===== config.mk =====
export PLATFORM = sky130hd
export DESIGN_NAME = ysyx_22040175_mem_arbiter_flat
export DESIGN_NICKNAME = d
export VERILOG_FILES = /design/src/rtl/ysyx_22040175_mem_arbiter_if.sv /design/src/rtl/ysyx_22040175_mem_arbiter.sv /design/src/flat_wrapper.sv
export SDC_FILE = /design/constraint.sdc
export NUM_CORES = 1
export LEC_CHECK = 0
export ABC_CLOCK_PERIOD_IN_PS = 2950
export BUFFER_PORTS_ARGS = -buffer_cell sky130_fd_sc_hd__clkbuf_2
export CORE_AREA = 2 2 108 110
export CTS_CLUSTER_DIAMETER = 30
export CTS_CLUSTER_SIZE = 20
export DETAILED_ROUTE_END_ITERATION = 7
export DIE_AREA = 0 0 110 112
export GPL_ROUTABILITY_DRIVEN = 1
export PLACE_DENSITY = 0.68
export SYNTH_ARGS = -nofsm -noshare
export SYNTH_HDL_FRONTEND = slang
export SYNTH_SLANG_ARGS = --single-unit
export TNS_END_PERCENT = 100

===== constraint.sdc =====
create_clock -name clk -period 2.95 [get_ports clk]
set_clock_uncertainty 0.15 [all_clocks]
set_input_delay 0.1475 -clock clk [delete_from_list [all_inputs] [get_ports clk]]
set_output_delay 0.1475 -clock clk [all_outputs]
set_load 0.01 [all_outputs]

===== src/rtl/ysyx_22040175_mem_arbiter_if.sv =====
// Bundle of the IF, LSU and memory handshake buses around the memory arbiter.
// The slave modport is the arbiter's view; master is the view of the surrounding core and memory.
interface ysyx_22040175_mem_arbiter_if #(
    parameter int AW = 32,
    parameter int DW = 32
);
    logic            if_req_valid;
    logic            if_req_ready;
    logic [AW-1:0]   if_req_addr;
    logic            if_rsp_valid;
    logic [DW-1:0]   if_rsp_data;

    logic            lsu_req_valid;
    logic            lsu_req_ready;
    logic [AW-1:0]   lsu_req_addr;
    logic            lsu_req_wen;
    logic [DW-1:0]   lsu_req_wdata;
    logic [DW/8-1:0] lsu_req_wmask;
    logic            lsu_rsp_valid;
    logic [DW-1:0]   lsu_rsp_data;

    logic            mem_req_valid;
    logic            mem_req_ready;
    logic [AW-1:0]   mem_req_addr;
    logic            mem_req_wen;
    logic [DW-1:0]   mem_req_wdata;
    logic [DW/8-1:0] mem_req_wmask;
    logic            mem_rsp_valid;
    logic [DW-1:0]   mem_rsp_data;

    modport slave (
        input  if_req_valid, if_req_addr,
        output if_req_ready, if_rsp_valid, if_rsp_data,
        input  lsu_req_valid, lsu_req_addr, lsu_req_wen, lsu_req_wdata, lsu_req_wmask,
        output lsu_req_ready, lsu_rsp_valid, lsu_rsp_data,
        output mem_req_valid, mem_req_addr, mem_req_wen, mem_req_wdata, mem_req_wmask,
        input  mem_req_ready, mem_rsp_valid, mem_rsp_data
    );

    modport master (
        output if_req_valid, if_req_addr,
        input  if_req_ready, if_rsp_valid, if_rsp_data,
        output lsu_req_valid, lsu_req_addr, lsu_req_wen, lsu_req_wdata, lsu_req_wmask,
        input  lsu_req_ready, lsu_rsp_valid, lsu_rsp_data,
        input  mem_req_valid, mem_req_addr, mem_req_wen, mem_req_wdata, mem_req_wmask,
        output mem_req_ready, mem_rsp_valid, mem_rsp_data
    );
endinterface


===== src/rtl/ysyx_22040175_mem_arbiter.sv =====
// Round-robin arbiter sharing one memory port between instruction fetch and load/store,
// one outstanding transaction at a time, with a watchdog that aborts hung transactions.
module ysyx_22040175_mem_arbiter #(
    parameter int AW             = 32,
    parameter int DW             = 32,
    parameter int TIMEOUT_CYCLES = 256
) (
    input  logic                              clk,
    input  logic                              rst,
    ysyx_22040175_mem_arbiter_if.slave        bus,
    output logic                              busy,
    output logic                              owner,
    output logic                              timeout_err
);

    typedef enum logic [1:0] {
        IDLE,
        REQ,
        RESP
    } state_t;

    localparam int CW = (TIMEOUT_CYCLES > 1) ? $clog2(TIMEOUT_CYCLES) : 1;
    localparam logic [CW-1:0] CNT_LAST = CW'((TIMEOUT_CYCLES > 0) ? TIMEOUT_CYCLES - 1 : 0);

    state_t          state;
    logic            last_owner;
    logic [CW-1:0]   cnt;
    logic            mem_valid_q;
    logic [AW-1:0]   addr_q;
    logic            wen_q;
    logic [DW-1:0]   wdata_q;
    logic [DW/8-1:0] wmask_q;

    logic            grant_if;
    logic            grant_lsu;
    logic            wdog_hit;
    logic            rsp_fire;
    logic            wdog_abort;
    logic            done;

    // Under contention the requester that did not win last time gets the port.
    always_comb begin
        grant_if  = 1'b0;
        grant_lsu = 1'b0;
        if (state == IDLE && !rst) begin
            if (bus.if_req_valid && bus.lsu_req_valid) begin
                grant_lsu = (last_owner == 1'b0);
                grant_if  = (last_owner == 1'b1);
            end else begin
                grant_if  = bus.if_req_valid;
                grant_lsu = bus.lsu_req_valid;
            end
        end
    end

    // The watchdog fires in the cycle whose increment would bring the count to TIMEOUT_CYCLES;
    // a genuine memory response in that same cycle wins over the abort.
    assign wdog_hit   = (TIMEOUT_CYCLES != 0) && (state != IDLE) && (cnt == CNT_LAST);
    assign rsp_fire   = (state == RESP) && bus.mem_rsp_valid && !rst;
    assign wdog_abort = wdog_hit && !rsp_fire && !rst;
    assign done       = rsp_fire || wdog_abort;

    assign bus.if_req_ready  = grant_if;
    assign bus.lsu_req_ready = grant_lsu;

    assign bus.if_rsp_valid  = done && !owner;
    assign bus.if_rsp_data   = (rsp_fire && !owner) ? bus.mem_rsp_data : '0;
    assign bus.lsu_rsp_valid = done && owner;
    assign bus.lsu_rsp_data  = (rsp_fire && owner && !wen_q) ? bus.mem_rsp_data : '0;

    assign bus.mem_req_valid = mem_valid_q;
    assign bus.mem_req_addr  = addr_q;
    assign bus.mem_req_wen   = wen_q;
    assign bus.mem_req_wdata = wdata_q;
    assign bus.mem_req_wmask = wmask_q;

    assign busy = (state != IDLE);

    always_ff @(posedge clk) begin
        if (rst) begin
            state       <= IDLE;
            mem_valid_q <= 1'b0;
            addr_q      <= '0;
            wen_q       <= 1'b0;
            wdata_q     <= '0;
            wmask_q     <= '0;
            owner       <= 1'b0;
            last_owner  <= 1'b0;
            cnt         <= '0;
            timeout_err <= 1'b0;
        end else begin
            case (state)
                IDLE: begin
                    if (grant_if || grant_lsu) begin
                        owner       <= grant_lsu;
                        last_owner  <= grant_lsu;
                        cnt         <= '0;
                        mem_valid_q <= 1'b1;
                        state       <= REQ;
                        if (grant_lsu) begin
                            addr_q  <= bus.lsu_req_addr;
                            wen_q   <= bus.lsu_req_wen;
                            wdata_q <= bus.lsu_req_wdata;
                            wmask_q <= bus.lsu_req_wmask;
                        end else begin
                            addr_q  <= bus.if_req_addr;
                            wen_q   <= 1'b0;
                            wdata_q <= '0;
                            wmask_q <= '0;
                        end
                    end
                end
                REQ: begin
                    cnt <= cnt + 1'b1;
                    if (wdog_abort) begin
                        state       <= IDLE;
                        mem_valid_q <= 1'b0;
                        timeout_err <= 1'b1;
                    end else if (bus.mem_req_ready) begin
                        state       <= RESP;
                        mem_valid_q <= 1'b0;
                    end
                end
                RESP: begin
                    cnt <= cnt + 1'b1;
                    if (rsp_fire) begin
                        state <= IDLE;
                    end else if (wdog_abort) begin
                        state       <= IDLE;
                        timeout_err <= 1'b1;
                    end
                end
                default: state <= IDLE;
            endcase
        end
    end

endmodule


===== src/flat_wrapper.sv =====
// flat-port wrapper written by rule: the top's interface ports become plain ports
module ysyx_22040175_mem_arbiter_flat 
#(
    parameter int AW             = 32,
    parameter int DW             = 32,
    parameter int TIMEOUT_CYCLES = 256
)
  (clk, rst, busy, owner, timeout_err, bus_if_req_valid, bus_if_req_addr, bus_if_req_ready, bus_if_rsp_valid, bus_if_rsp_data, bus_lsu_req_valid, bus_lsu_req_addr, bus_lsu_req_wen, bus_lsu_req_wdata, bus_lsu_req_wmask, bus_lsu_req_ready, bus_lsu_rsp_valid, bus_lsu_rsp_data, bus_mem_req_valid, bus_mem_req_addr, bus_mem_req_wen, bus_mem_req_wdata, bus_mem_req_wmask, bus_mem_req_ready, bus_mem_rsp_valid, bus_mem_rsp_data);
  ysyx_22040175_mem_arbiter_if #(.AW(AW), .DW(DW)) bus_i ();
  input  logic clk;
  input  logic rst;
  output logic busy;
  output logic owner;
  output logic timeout_err;
  input wire logic [$bits(bus_i.if_req_valid)-1:0] bus_if_req_valid;
  input wire logic [$bits(bus_i.if_req_addr)-1:0] bus_if_req_addr;
  output wire logic [$bits(bus_i.if_req_ready)-1:0] bus_if_req_ready;
  output wire logic [$bits(bus_i.if_rsp_valid)-1:0] bus_if_rsp_valid;
  output wire logic [$bits(bus_i.if_rsp_data)-1:0] bus_if_rsp_data;
  input wire logic [$bits(bus_i.lsu_req_valid)-1:0] bus_lsu_req_valid;
  input wire logic [$bits(bus_i.lsu_req_addr)-1:0] bus_lsu_req_addr;
  input wire logic [$bits(bus_i.lsu_req_wen)-1:0] bus_lsu_req_wen;
  input wire logic [$bits(bus_i.lsu_req_wdata)-1:0] bus_lsu_req_wdata;
  input wire logic [$bits(bus_i.lsu_req_wmask)-1:0] bus_lsu_req_wmask;
  output wire logic [$bits(bus_i.lsu_req_ready)-1:0] bus_lsu_req_ready;
  output wire logic [$bits(bus_i.lsu_rsp_valid)-1:0] bus_lsu_rsp_valid;
  output wire logic [$bits(bus_i.lsu_rsp_data)-1:0] bus_lsu_rsp_data;
  output wire logic [$bits(bus_i.mem_req_valid)-1:0] bus_mem_req_valid;
  output wire logic [$bits(bus_i.mem_req_addr)-1:0] bus_mem_req_addr;
  output wire logic [$bits(bus_i.mem_req_wen)-1:0] bus_mem_req_wen;
  output wire logic [$bits(bus_i.mem_req_wdata)-1:0] bus_mem_req_wdata;
  output wire logic [$bits(bus_i.mem_req_wmask)-1:0] bus_mem_req_wmask;
  input wire logic [$bits(bus_i.mem_req_ready)-1:0] bus_mem_req_ready;
  input wire logic [$bits(bus_i.mem_rsp_valid)-1:0] bus_mem_rsp_valid;
  input wire logic [$bits(bus_i.mem_rsp_data)-1:0] bus_mem_rsp_data;
  assign bus_i.if_req_valid = bus_if_req_valid;
  assign bus_i.if_req_addr = bus_if_req_addr;
  assign bus_if_req_ready = bus_i.if_req_ready;
  assign bus_if_rsp_valid = bus_i.if_rsp_valid;
  assign bus_if_rsp_data = bus_i.if_rsp_data;
  assign bus_i.lsu_req_valid = bus_lsu_req_valid;
  assign bus_i.lsu_req_addr = bus_lsu_req_addr;
  assign bus_i.lsu_req_wen = bus_lsu_req_wen;
  assign bus_i.lsu_req_wdata = bus_lsu_req_wdata;
  assign bus_i.lsu_req_wmask = bus_lsu_req_wmask;
  assign bus_lsu_req_ready = bus_i.lsu_req_ready;
  assign bus_lsu_rsp_valid = bus_i.lsu_rsp_valid;
  assign bus_lsu_rsp_data = bus_i.lsu_rsp_data;
  assign bus_mem_req_valid = bus_i.mem_req_valid;
  assign bus_mem_req_addr = bus_i.mem_req_addr;
  assign bus_mem_req_wen = bus_i.mem_req_wen;
  assign bus_mem_req_wdata = bus_i.mem_req_wdata;
  assign bus_mem_req_wmask = bus_i.mem_req_wmask;
  assign bus_i.mem_req_ready = bus_mem_req_ready;
  assign bus_i.mem_rsp_valid = bus_mem_rsp_valid;
  assign bus_i.mem_rsp_data = bus_mem_rsp_data;
  ysyx_22040175_mem_arbiter #(.AW(AW), .DW(DW), .TIMEOUT_CYCLES(TIMEOUT_CYCLES)) u_core (.clk(clk), .rst(rst), .bus(bus_i), .busy(busy), .owner(owner), .timeout_err(timeout_err));
endmodule

* Yosys cells after proc, flatten, opt, wreduce, memory -nomap -nowiden *
Index checks and enable logic that the tools add are counted.

word-level totals
  register bits = 82
  input port bits = 139
  output and inout port bits = 141

operators by class
  add/subtract/negate cells = 1
  equality and inequality tests = 7
  muxes and demuxes = 25
  bitwise gates (word level) = 1
  reduce and logical (&&, ||, !) cells = 29

operator list
  operator             count
  $mux 32              4
  $pmux 8 s2           1
  $logic_and 1x1->1    12
  $mux 1               10
  $mux 2               5
  $add 8x1->8 const B  1
  $eq 8x8->1 const B   1
  $mux 8               1
  $reduce_bool 2->1    4
  $pmux 2 s3           1
  $reduce_and 2->1     3
  $reduce_and 3->1     2
  $logic_not 1->1      4
  $mux 4               1
  $ne 2x2->1 const B   2
  $pmux 1 s2           2
  $ne 3x1->1 const B   1
  $ne 3x2->1 const B   1
  $eq 2x1->1 const B   1
  $eq 2x2->1 const B   1
  $logic_not 2->1      1
  $logic_or 1x1->1     2
  $reduce_or 2->1      1
  $not 1->1            1

* Logic depth before layout (Yosys ltp) *
  word-level depth = 9
  depth in mapped cells = 9
  depth with buffers taken out = 6

* Worst setup path before layout *
Ideal clock, no wire load.

  path type = flip-flop to output port
  start = register u_core.state[0]
  end = output port bus_lsu_rsp_valid
  arrival time = 1.730 ns
  slack = 0.922 ns
  stages on the path, launching flop included = 6
  cell sequence = dfxtp_1 > inv_1 > ha_1 > nand4bb_1 > or4b_1 > a21boi_0

between the ends
  word-level cells in the longest chain between the ends = 8
  elaborated cells between the ends (all ways) = 10
  those cells by class = eq/ne: 1; reduce/logical: 9

ends and longest elaborated chain
  item                            line                              text
  start: declaration              ysyx_22040175_mem_arbiter.sv:25   state_t state;
  start signal: assignment        ysyx_22040175_mem_arbiter.sv:81   state <= IDLE;
  start signal: assignment        ysyx_22040175_mem_arbiter.sv:99   state <= REQ;
  start signal: assignment        ysyx_22040175_mem_arbiter.sv:116  state <= IDLE;
  $eq 2x2->1                      ysyx_22040175_mem_arbiter.sv:59   assign rsp_fire = (state == RESP) && bus.mem_rsp_valid && !rst;
  $logic_and 1x1->1 (2 in a row)  ysyx_22040175_mem_arbiter.sv:59
  $logic_not 1->1                 ysyx_22040175_mem_arbiter.sv:60   assign wdog_abort = wdog_hit && !rsp_fire && !rst;
  $logic_and 1x1->1 (2 in a row)  ysyx_22040175_mem_arbiter.sv:60
  $logic_or 1x1->1 (*)            ysyx_22040175_mem_arbiter.sv:61   assign done = rsp_fire || wdog_abort;
  $logic_and 1x1->1 (*)           ysyx_22040175_mem_arbiter.sv:68   assign bus.lsu_rsp_valid = done && owner;
  end: declaration                flat_wrapper.sv:26                output wire logic [$bits(bus_i.lsu_rsp_valid)-1:0] bus_lsu_rsp_valid;

Every way passes the cells marked *; elsewhere a longest branch is shown, timed or not.

* Worst setup path after layout *
  start = register u_core.state[0]
  end = output port bus_lsu_req_ready

between the ends
  word-level cells in the longest chain between the ends = 3

ends and longest elaborated chain
  item               line                             text
  $logic_not 2->1    ysyx_22040175_mem_arbiter.sv:45  if (state == IDLE && !rst) begin
  $logic_and 1x1->1  ysyx_22040175_mem_arbiter.sv:45
  $mux 1             ysyx_22040175_mem_arbiter.sv:45
  end: declaration   flat_wrapper.sv:25               output wire logic [$bits(bus_i.lsu_req_ready)-1:0] bus_lsu_req_ready;

Every way passes these cells.

==> impl_metrics.json <==
{
  "yosys_warnings": 0,
  "violations": "DRC",
  "switchingPower_uw": 888,
  "start_util_pct": 32.5,
  "period_minus_slack_ns": 2.70,
  "crit_type": "reg2out",
  "rr_worst_depth": 8,
  "synthTopCellsByArea": "dfxtp_1 45%, and2_1 11%, a222oi_1 8.8%",
  "ctsHtreeMaxLevel": 3,
  "synth-edff-count": 0,
  "worst_slack_ns": 0.253,
  "dieHeight_um": 112,
  "synthArstFlopShare_pct": 0,
  "synth.top_cell.area_share_pct": 45.2,
  "drc": 3,
  "avgRoutedWirePerCell_um": 15.6,
  "ant_nets": 0,
  "cts_resized": 0,
  "ys_types": 41,
  "multi_input_area_um2": 1760,
  "cts_buffers": 9,
  "utilization_pct": 57.1,
  "hold_depth": 3,
  "arrival_ns": 2.40,
  "routed_wl_um": 14300,
  "synthesis.instances": 400,
  "io_pins": 280,
  "p_clk_share_pct": 33.9,
  "finalCritPeriodShare_pct": 91.4,
  "die_x_um": 110,
  "vias_per_cell": 5.06,
  "clk_transition_reported_paths_ns": 0.06,
  "coreArea_um2": 11200,
  "dieArea_um2": 12300,
  "pre_cts_ws_ns": 0.550,
  "ys_ff_latch": 82,
  "critPathRequiredTime_ns": 2.65,
  "routabilityCongestion": 0.873,
  "final_cells": 914,
  "worstSetupEndpointType": "output pin",
  "worstReg2RegStart": "u_core.state[0]$_SDFFE_PP0P_",
  "dp_hpwl_um": 8990,
  "drt_first_pass_iters": 8,
  "cp_max_fo": 33,
  "drv_slew": 0,
  "min_path_type": "in2reg",
  "synth.largest_area_cell": "dfxtp_1",
  "grt_pass1_wl_um": 20700,
  "switching_share_pct": 28.7,
  "synth_fp_nets": 543,
  "syn_area_um2": 3630,
  "root_buffer": "clkbuf_16",
  "rsz0062_at_grt": "false",
  "combPwrFrac_pct": 25.8,
  "synthFlopType": "dfxtp_1",
  "min_to": "u_core.bus.mem_req_valid$_SDFFE_PP0P_",
  "p_int_uw": 2200,
  "grt_overflow": 0,
  "n_fill_cell": 928,
  "timing.rr.end": "u_core.bus.mem_req_addr[25]$_SDFFE_PP0P_",
  "peakVddDrop_uv": 301,
  "fin_nets": 908,
  "grt_max_degree": 40,
  "timing.max_cap.violations": 0,
  "dp_cells": 793,
  "seq_area_frac_synth_pct": 45.2,
  "avgSynthCellArea_um2": 9.07,
  "clock_path_buffers": 2,
  "hold_start": "bus_mem_req_ready",
  "fmax_mhz": 371,
  "track_usage_pct": 21.5,
  "postCtsSetupBuffers": 0,
  "vias": 4622,
  "p_seq_share_pct": 40.4,
  "first_iter_violations": 492,
  "relSlewSlack_pct": 66.1,
  "drive_above_1_share_pct": 40.4,
  "start_kind": "flip-flop",
  "status": "complete, but fails checks",
  "port_buffers": 279,
  "finalHoldViolations": 0,
  "leakage_uw": 0.00305,
  "p_per_area_nw_per_um2": 484,
  "antenna_found_initial": 1,
  "worst_pin_slew_ns": 0.508,
  "clock-sinks": 82,
  "clk_latency_ns": 0.33,
  "tns_ns": 0,
  "grt_pass1_vias": 4347,
  "seq_area_um2": 1640,
  "area_growth_pct": 75.9,
  "num_rows": 39,
  "setup_viol": 0,
  "cts_tree": "yes",
  "reg2reg_slack_ns": 0.28
}
power groups by stage:
| stage | clock [uW] | sequential (uW) | combinational (uW) |
|---|---|---|---|
| after floorplan | 0 | 1300 | 337 |
| after CTS | 1080 | 1240 | 769 |
| final | 1050 | 1250 | 797 |
| after detailed placement | 0 | 1270 | 595 |
| after global routing | 1120 | 1260 | 863 |
| after global placement | 0 | 1270 | 582 |
cells in the final DEF, fill, tap and decap left out, types with 2 or more instances in the layout:
cell             n
clkbuf_2       279
dlygate4sd3_1  103
dfxtp_1         82
nor2_1          73
and2_1          65
a22oi_1         38
a222oi_1        32
a21oi_1         12
clkbuf_16        9
buf_4            8
inv_1            7
nand2_1          6
nand3_1          4
ha_1             4
nand2b_1         3
o21ai_0          3
o31ai_1          3
or4_1            3
or3_1            2
a21o_1           2
nand3b_1         2
a2bb2oi_1        2
clkinv_4         2
inv_6            2
state kept, by name (all words and copies together) (netlist names):
signal                    count
u_core.bus.mem_req_wdata     32
u_core.state                  2
u_core.bus.mem_req_addr      32
u_core.owner                  1
u_core.timeout_err            1
u_core.bus.mem_req_wen        1
u_core.bus.mem_req_wmask      4
u_core.bus.mem_req_valid      1
u_core.cnt                    8
cell usage after synthesis (all sizes together) (3+ instances only):
master	count
or4	3
a22oi	39
clkbuf	21
nand3	4
dfxtp	82
nand2	7
nand2b	3
buf	16
ha	4
inv	7
and2	65
o31ai	3
o21ai	3
nor2	73
a222oi	32
a21oi	12
timing repair:
| item | 4_1_cts | 5_1_grt |
|---|---|---|
| hold endpoints to repair | 71 | 0 |
| endpoints found under the setup margin | 0 | 1 |
| hold buffers | 103 | 0 |
stage by stage:
step | hold slack (ns) | cell area, um2 | total power, uW
floorplan | 0.117 | 3630 | 1630
finish | 0.0328 | 6380 | 3090
global route | 0.0272 | 6380 | 3240
global placement | 0.244 | 5060 | 1850
detailed placement | 0.256 | 5060 | 1860
CTS | 0.0188 | 6370 | 3100
worst max path at each step:
stage	endpoint	slack [ns]	from	depth (start not counted)
2_1_floorplan	bus_lsu_rsp_valid	0.92	u_core.state[0]$_SDFFE_PP0P_	5
3_3_place_gp	bus_lsu_req_ready	0.64	u_core.state[0]$_SDFFE_PP0P_	6
3_5_place_dp	u_core.bus.mem_req_wdata[1]$_SDFFE_PP0P_	0.55	u_core.state[0]$_SDFFE_PP0P_	7
4_1_cts	bus_lsu_req_ready	0.20	u_core.state[0]$_SDFFE_PP0P_	6
5_1_grt	bus_lsu_req_ready	0.09	u_core.state[1]$_SDFFE_PP0P_	6
6_report	bus_lsu_req_ready	0.25	u_core.state[0]$_SDFFE_PP0P_	6
cell families after synthesis:
group                      share of synthesized area, %
and+or+nand+nor                                    24.5
AOI/OAI and AO/OA                                  22.4
DFF                                                45.2
buffers and inverters                              6.52
adders and majority gates                          1.38
critical path, stage by stage (launching register included):
cell      delay (ns)
dfxtp_1         0.34
inv_1           0.09
ha_1            0.30
nor2b_4         0.32
and3_4          0.40
buf_4           0.40
clkbuf_2        0.21
cell type report:
cell class	instances	share of cell area [%]
Timing Repair Buffer	390	39.0
Multi-Input combinational cell	275	27.6
Sequential cell	82	25.7
Clock buffer	10	3.74
Tap cell	143	2.80
Clock inverter	6	0.745
Inverter	7	0.412
Antenna cell	1	0.0392
routing by layer:
metal / up-vias / global-route usage [%] / share of wire, %
met4: 0 / 12.2 / 3.5
met2: 272 / 40.9 / 53
met1: 2130 / 21.3 / 36
met3: 38 / 3.34 / 7.2
li1: 2182 / - / -
met5: - / 0 / 0
Power figures use the tool's default switching activity.
